File: src/rtl/dm_arbiter.sv
// dm_arbiter: two-port data-memory arbiter, one transaction in flight, round-robin or fixed priority
// Ports: clk, rst_n (async, active-low); per port p in {0,1}: reqp/wep/addrp/wdatap in,
//        gntp/donep/errp/rdatap out; memory side: mem_read/mem_write/address/data_write out, data_read in.
module dm_arbiter #(
  parameter int DEPTH = 1024,
  parameter bit RR_EN = 1'b1
) (
  input  logic        clk,
  input  logic        rst_n,
  input  logic        req0,
  input  logic        req1,
  input  logic        we0,
  input  logic        we1,
  input  logic [31:0] addr0,
  input  logic [31:0] addr1,
  input  logic [31:0] wdata0,
  input  logic [31:0] wdata1,
  output logic        gnt0,
  output logic        gnt1,
  output logic        done0,
  output logic        done1,
  output logic        err0,
  output logic        err1,
  output logic [31:0] rdata0,
  output logic [31:0] rdata1,
  output logic        mem_read,
  output logic        mem_write,
  output logic [31:0] address,
  output logic [31:0] data_write,
  input  logic [31:0] data_read
);
  typedef enum logic [1:0] {IDLE, ACCESS, RESP} state_t;
  localparam logic [31:0] MAX_ADDR = 32'(DEPTH - 4);
  state_t state, state_n;
  logic port, we_l, err_l, last;
  logic take, win, w_we, illegal;
  logic [31:0] w_addr, w_wdata;
  always_comb begin
    take = state == IDLE && (req0 || req1);
    // on a tie the port not granted last wins; a lone requester wins outright
    win = (req0 && req1) ? (RR_EN ? ~last : 1'b0) : req1;
    w_we = win ? we1 : we0;
    w_addr = win ? addr1 : addr0;
    w_wdata = win ? wdata1 : wdata0;
    illegal = |w_addr[1:0] || w_addr > MAX_ADDR;
    state_n = state == IDLE ? (take ? (illegal ? RESP : ACCESS) : IDLE) :
              state == ACCESS ? RESP : IDLE;
    mem_read = state == ACCESS && !we_l;
    mem_write = state == ACCESS && we_l;
    done0 = state == RESP && !port;
    done1 = state == RESP && port;
    err0 = done0 && err_l;
    err1 = done1 && err_l;
  end
  always_ff @(posedge clk or negedge rst_n) begin
    if (!rst_n) begin
      state <= IDLE;
      port <= 1'b0;
      we_l <= 1'b0;
      err_l <= 1'b0;
      last <= 1'b1;
      gnt0 <= 1'b0;
      gnt1 <= 1'b0;
      address <= '0;
      data_write <= '0;
      rdata0 <= '0;
      rdata1 <= '0;
    end else begin
      state <= state_n;
      gnt0 <= take && !win;
      gnt1 <= take && win;
      if (take) begin
        port <= win;
        we_l <= w_we;
        err_l <= illegal;
        last <= win;
        if (!illegal) address <= w_addr;
        if (!illegal && w_we) data_write <= w_wdata;
      end
      // memory presents load data by the ACCESS->RESP edge
      if (state == ACCESS && !we_l && !port) rdata0 <= data_read;
      if (state == ACCESS && !we_l && port) rdata1 <= data_read;
    end
  end
endmodule

File: config.mk
export PLATFORM = sky130hd
export DESIGN_NAME = dm_arbiter
export DESIGN_NICKNAME = d
export VERILOG_FILES = /design/src/rtl/dm_arbiter.sv
export SDC_FILE = /design/constraint.sdc
export NUM_CORES = 1
export LEC_CHECK = 0
export CAP_MARGIN = 20
export CORE_MARGIN = 1.5
export CORE_UTILIZATION = 41
export CTS_BUF_LIST = sky130_fd_sc_hd__clkbuf_8
export CTS_CLUSTER_DIAMETER = 150
export DETAILED_ROUTE_END_ITERATION = 8
export GPL_TIMING_DRIVEN = 0
export PLACE_DENSITY = 0.87
export SLEW_MARGIN = 20
export SYNTH_ARGS = -nofsm -noshare
export SYNTH_HDL_FRONTEND = slang
export SYNTH_SLANG_ARGS = --single-unit
File: constraint.sdc
create_clock -name clk -period 3.1 [get_ports clk]
set_clock_uncertainty 0.1 [all_clocks]
set_input_delay 0.62 -clock clk [delete_from_list [all_inputs] [get_ports clk]]
set_output_delay 0.62 -clock clk [all_outputs]
set_load 0.01 [all_outputs]
After elaboration in Yosys (flattened, before gate mapping). Index checks and enable logic that the tools add are counted.

Bits in registers: 136. Logic and storage cells: 47. Input port bits: 166.

Order comparisons: 1. Bitwise gates (word level): 2. Mux-type cells: 8. Reduce and logical (&&, ||, !) cells: 23. Equality and inequality tests: 2.

Operators by type and width (number): $mux W32 (2); $gt A32 B10 Y1 const B (1); $logic_and A1 B1 Y1 (13); $mux W2 (4); $logic_not A1 Y1 (4); $reduce_and A2 Y1 (2); $eq A2 B1 Y1 const B (1); $eq A2 B2 Y1 const B (1); $logic_not A2 Y1 (1); $logic_or A1 B1 Y1 (2); $mux W1 (2); $not A1 Y1 (2); $reduce_or A2 Y1 (1).

Logic depth before layout (Yosys ltp).
Word-level depth: 8. Gate-level depth with buffers: 8.

Least setup slack after synthesis. No wires, ideal clock.

Path kind: input-to-reg. Start: input port addr1[22]. End: register data_write[10]. Buffers on the path: 2. Required time: 2.875 ns. Stages on the path: 7. Arrival: 2.309 ns. Slack: 0.566 ns. Cells stage by stage: nor4_1 nand4_1 or4_1 buf_2 a21oi_4 buf_6 mux2_4.

Word-level cells in the longest chain between the ends: 6.

RTL lines: start, declared (line 15) `input logic [31:0] addr1,`; $mux W32 (line 43) `w_addr = win ? addr1 : addr0;`; $gt A32 B10 Y1 (line 45) `illegal = |w_addr[1:0] || w_addr > MAX_ADDR;`; $logic_or A1 B1 Y1 (line 45); $logic_not A1 Y1 (line 78) `if (!illegal && w_we) data_write <= w_wdata;`; $logic_and A1 B1 Y1 (line 78); $reduce_and A2 Y1 (no line); end signal, assigned (line 78); end, declared (line 29) `output logic [31:0] data_write,`.

Every way passes these cells. A chain may end at the register's enable or synchronous reset.

Worst setup path after layout.
Start: input port addr1[0]. End: register data_write[6].

Word-level cells in the longest chain between the ends: 6.

RTL lines (line): $mux W32 * (43); $gt A32 B10 Y1 or $reduce_or A2 Y1 (tied branches) (45); $logic_or A1 B1 Y1 * (45); $logic_not A1 Y1 * (78); $logic_and A1 B1 Y1 * (78); $reduce_and A2 Y1 (no line) *.

Mark *: on every way between the ends. The rest lies on a longest branch, timed or not.

==> results.toml <==
[outcome]
run_status = "complete, no violations"

[power_and_ir_drop]
clockPowerShare_pct = 40.4
power_leakage_nw = 4.41
power.density_cell_area_mw_per_mm2 = 397
internal_power_w = 0.00280
seq_power_share_pct = 48.2
sw_frac_of_total_pct = 24.9
peakVddDrop_mv = 0.217
comb_power_share_pct = 11.4
switchingPower_w = 0.000928

[setup_path]
slowest_stage = "sky130_fd_sc_hd__or4_1"
crit_path_end_kind = "flip-flop"
cp-start-kind = "input pin"
slowest_delay_ns = 0.51
worst-setup-path-type = "input pin to flip-flop"
r2r-end = "data_write[6]$_DFFE_PN0P_"
worst_ep_required_time_ns = 3.31
reg2reg_slack_ns = 0.48
timing.critical_path.fanout_max = 10
timing.critical_path.cells = "clkdlybuf4s50_1 > nor4_1 > nand4_1 > or4_1 > buf_2 > a21oi_4 > buf_6 > mux2_4"
cp.arrival_ns = 3.12
reg2regPathDepth = 8
critical_path.startpoint = "addr1[0]"
rr_startpoint = "last$_DFFE_PN1P_"

[global_routing]
globalRouteOverflowTotal = 0
grt_usage_pct = 24.2
grt_pass1_vias = 5164
grt_antenna_before_repair = 0
grt_max_degree = 100
wire_length_of_the_first_global_routing_pass_um = 27000

[sta]
tightestPinTransition_ns = 0.696
report.final.setup_viol = 0
timing_hold_violations_final = 0
grt_setup_unrepaired = "no"
final.period_utilization_pct = 93.8
layout_min_cycle_time_ns = 2.91
fmax_ghz = 0.344
drv_slew = 0
final_critical_path_setup_slack_ns = 0.194
max_slew_margin_pct = 53.3

[synthesis]
yosys_warnings = 0
syn-num-nets = 618
synth.cell_area_mm2 = 0.00569
distinct_cell_type_count_of_the_synthesized_netlist = 27
synth-seq-area-share_pct = 59.9
syn-mean-instance-area_um2 = 12.6
ys_seq_elements = 136
post_synth_inst_count = 452

[die]
fp-row-count = 42
coreArea_mm2 = 0.0134
die_h_um = 121
initial_utilization_pct = 42.4
chipWidth_um = 121
ioPinCount = 302
die_ar_mm2 = 0.0146

[clock_network]
cts_max_path_buffers = 2
clk_latency_ns = 0.43
numClockSinks = 136
ctsHtreeMaxLevel = 4
cts.clk_slew.worst_paths_ns = 0.08
post_cts_resized = 0
clock-root-buffer = "sky130_fd_sc_hd__clkbuf_8"
cts_tree = "built"
cts_buffers = 17

[detailed_routing]
routed_wl_um = 17300
wire_per_inst_um = 18.0
drt_first_pass_iters = 4
post-route-drc-count = 0
antenna_violating_nets_post_route = 0
viasPerCell = 4.99
dr.first_iter.drc_count = 219
route.vias.total = 4802

[run]
drv_cap = 0

[cells_and_area]
final_cell_mix = "300 x sky130_fd_sc_hd__clkdlybuf4s50_1, 135 x sky130_fd_sc_hd__dfrtp_1, 102 x sky130_fd_sc_hd__nand2_1"
fillers = 960
post-route-util_pct = 69.9
finish.net_count = 940
area.growth.synth_to_final_pct = 64.8
mostFrequentLayoutCell = "sky130_fd_sc_hd__clkdlybuf4s50_1"
insertedDiodeCount = 0
post_route_cells_drive_above_1_share_pct = 17.5
stdcell_area_mm2 = 0.00937

[placed_design]
placed_area_mm2 = 0.00895
detailedPlace.worstSlack_ns = -0.222
globalplace.congestion = 0.901
port_buffers = 301
place_hpwl_um = 13500

[min_path]
hold_end = "rdata0[14]$_DFFE_PN0P_"
holdCritStartpoint = "rdata0[14]$_DFFE_PN0P_"
min_delay_path_depth = 1
min_path_type = "flip-flop to flip-flop"
flip-flops by register name, summed over array words and instances, names as in the netlist, 2 cells and up:
signal	count
address	32
rdata1	32
data_write	32
state	2
rdata0	32
how the worst max path moves through the flow:
stage                                      end  depth (start not counted)
global placement    data_write[15]$_DFFE_PN0P_                          1
detailed placement  data_write[29]$_DFFE_PN0P_                          8
CTS                  data_write[6]$_DFFE_PN0P_                          8
floorplan           data_write[10]$_DFFE_PN0P_                          7
global route         data_write[6]$_DFFE_PN0P_                          8
finish               data_write[6]$_DFFE_PN0P_                          8
critical path, delay by kind of cell:
family / cells / cell delay (ns)
mux: 1 / 0.32
simple gates: 3 / 1.07
compound gates: 1 / 0.27
buf+inv: 3 / 0.84
timing repair:
| item | CTS | global route |
|---|---|---|
| endpoints found under the hold margin | 37 | 0 |
| setup buffers | 0 | 0 |
| endpoints found under the setup margin | 0 | 0 |
| hold buffers | 1 | 0 |
logic make-up after synthesis:
logic type             after synthesis  share of synthesized area, %
AND/OR/NAND/NOR                    165                          13.4
flip-flops                         136                          59.9
multiplexers                       105                          22.6
buffers and inverters               30                          2.44
AO/OA/AOI/OAI                       16                          1.78
layout make-up:
type | instances | area (µm²) | area share, %
clock buffer | 18 | 248 | 2.64
inverter | 3 | 11.3 | 0.120
sequential | 136 | 3400 | 36.3
timing repair buffer | 303 | 3060 | 32.6
tap | 176 | 220 | 2.35
buffer | 27 | 128 | 1.36
multi-input combinational | 286 | 2140 | 22.9
clock inverter | 14 | 161 | 1.72
power groups by stage:
stage,sequential [W],combinational [W],clock [W]
finish,0.00180,0.000425,0.00150
detailed placement,0.00183,0.000425,0
global placement,0.00183,0.000407,0
global route,0.00180,0.000462,0.00161
floorplan,0.00183,0.000112,0
CTS,0.00180,0.000429,0.00153
routing by layer:
metal | GRT usage, % | share of wire [%]
met5 | 0 | 0
met4 | 9.71 | 2.9
met3 | 6.93 | 6.7
met2 | 43.6 | 53
met1 | 26.9 | 37
metrics by stage:
| stage | power, W | cells | setup TNS (ns) | hold WS, ns |
|---|---|---|---|---|
| 3_5_place_dp | 0.00226 | 930 | -6.56 | 0.393 |
| 2_1_floorplan | 0.00194 | 452 | 0 | 0.224 |
| 6_report | 0.00372 | 963 | 0 | 0.409 |
| 3_3_place_gp | 0.00224 | 929 | -508.08 | 0.386 |
| 4_1_cts | 0.00376 | 963 | 0 | 0.412 |
| 5_1_grt | 0.00387 | 963 | 0 | 0.424 |
cells in the mapped netlist (all sizes together):
cell type	instances	share of area, %
dfrtp	135	59
nand2	102	6.7
mux2	96	21
and3	24	2.6
clkbuf	17	1.1
nor4	12	1.3
o21ai	11	0.97
buf	10	1.1
mux2i	9	1.6
nand3	8	0.70
nor2	5	0.33
and2	4	0.44
a21o	3	0.40
inv	3	0.20
nand4	2	0.22
or3	2	0.22
or4	2	0.26
a21boi	1	0.13
a21oi	1	0.29
and3b	1	0.15
dfstp	1	0.46
nand2b	1	0.11
nor3	1	0.088
nor3b	1	0.13
Note: power is estimated with default switching activity, not from simulation.
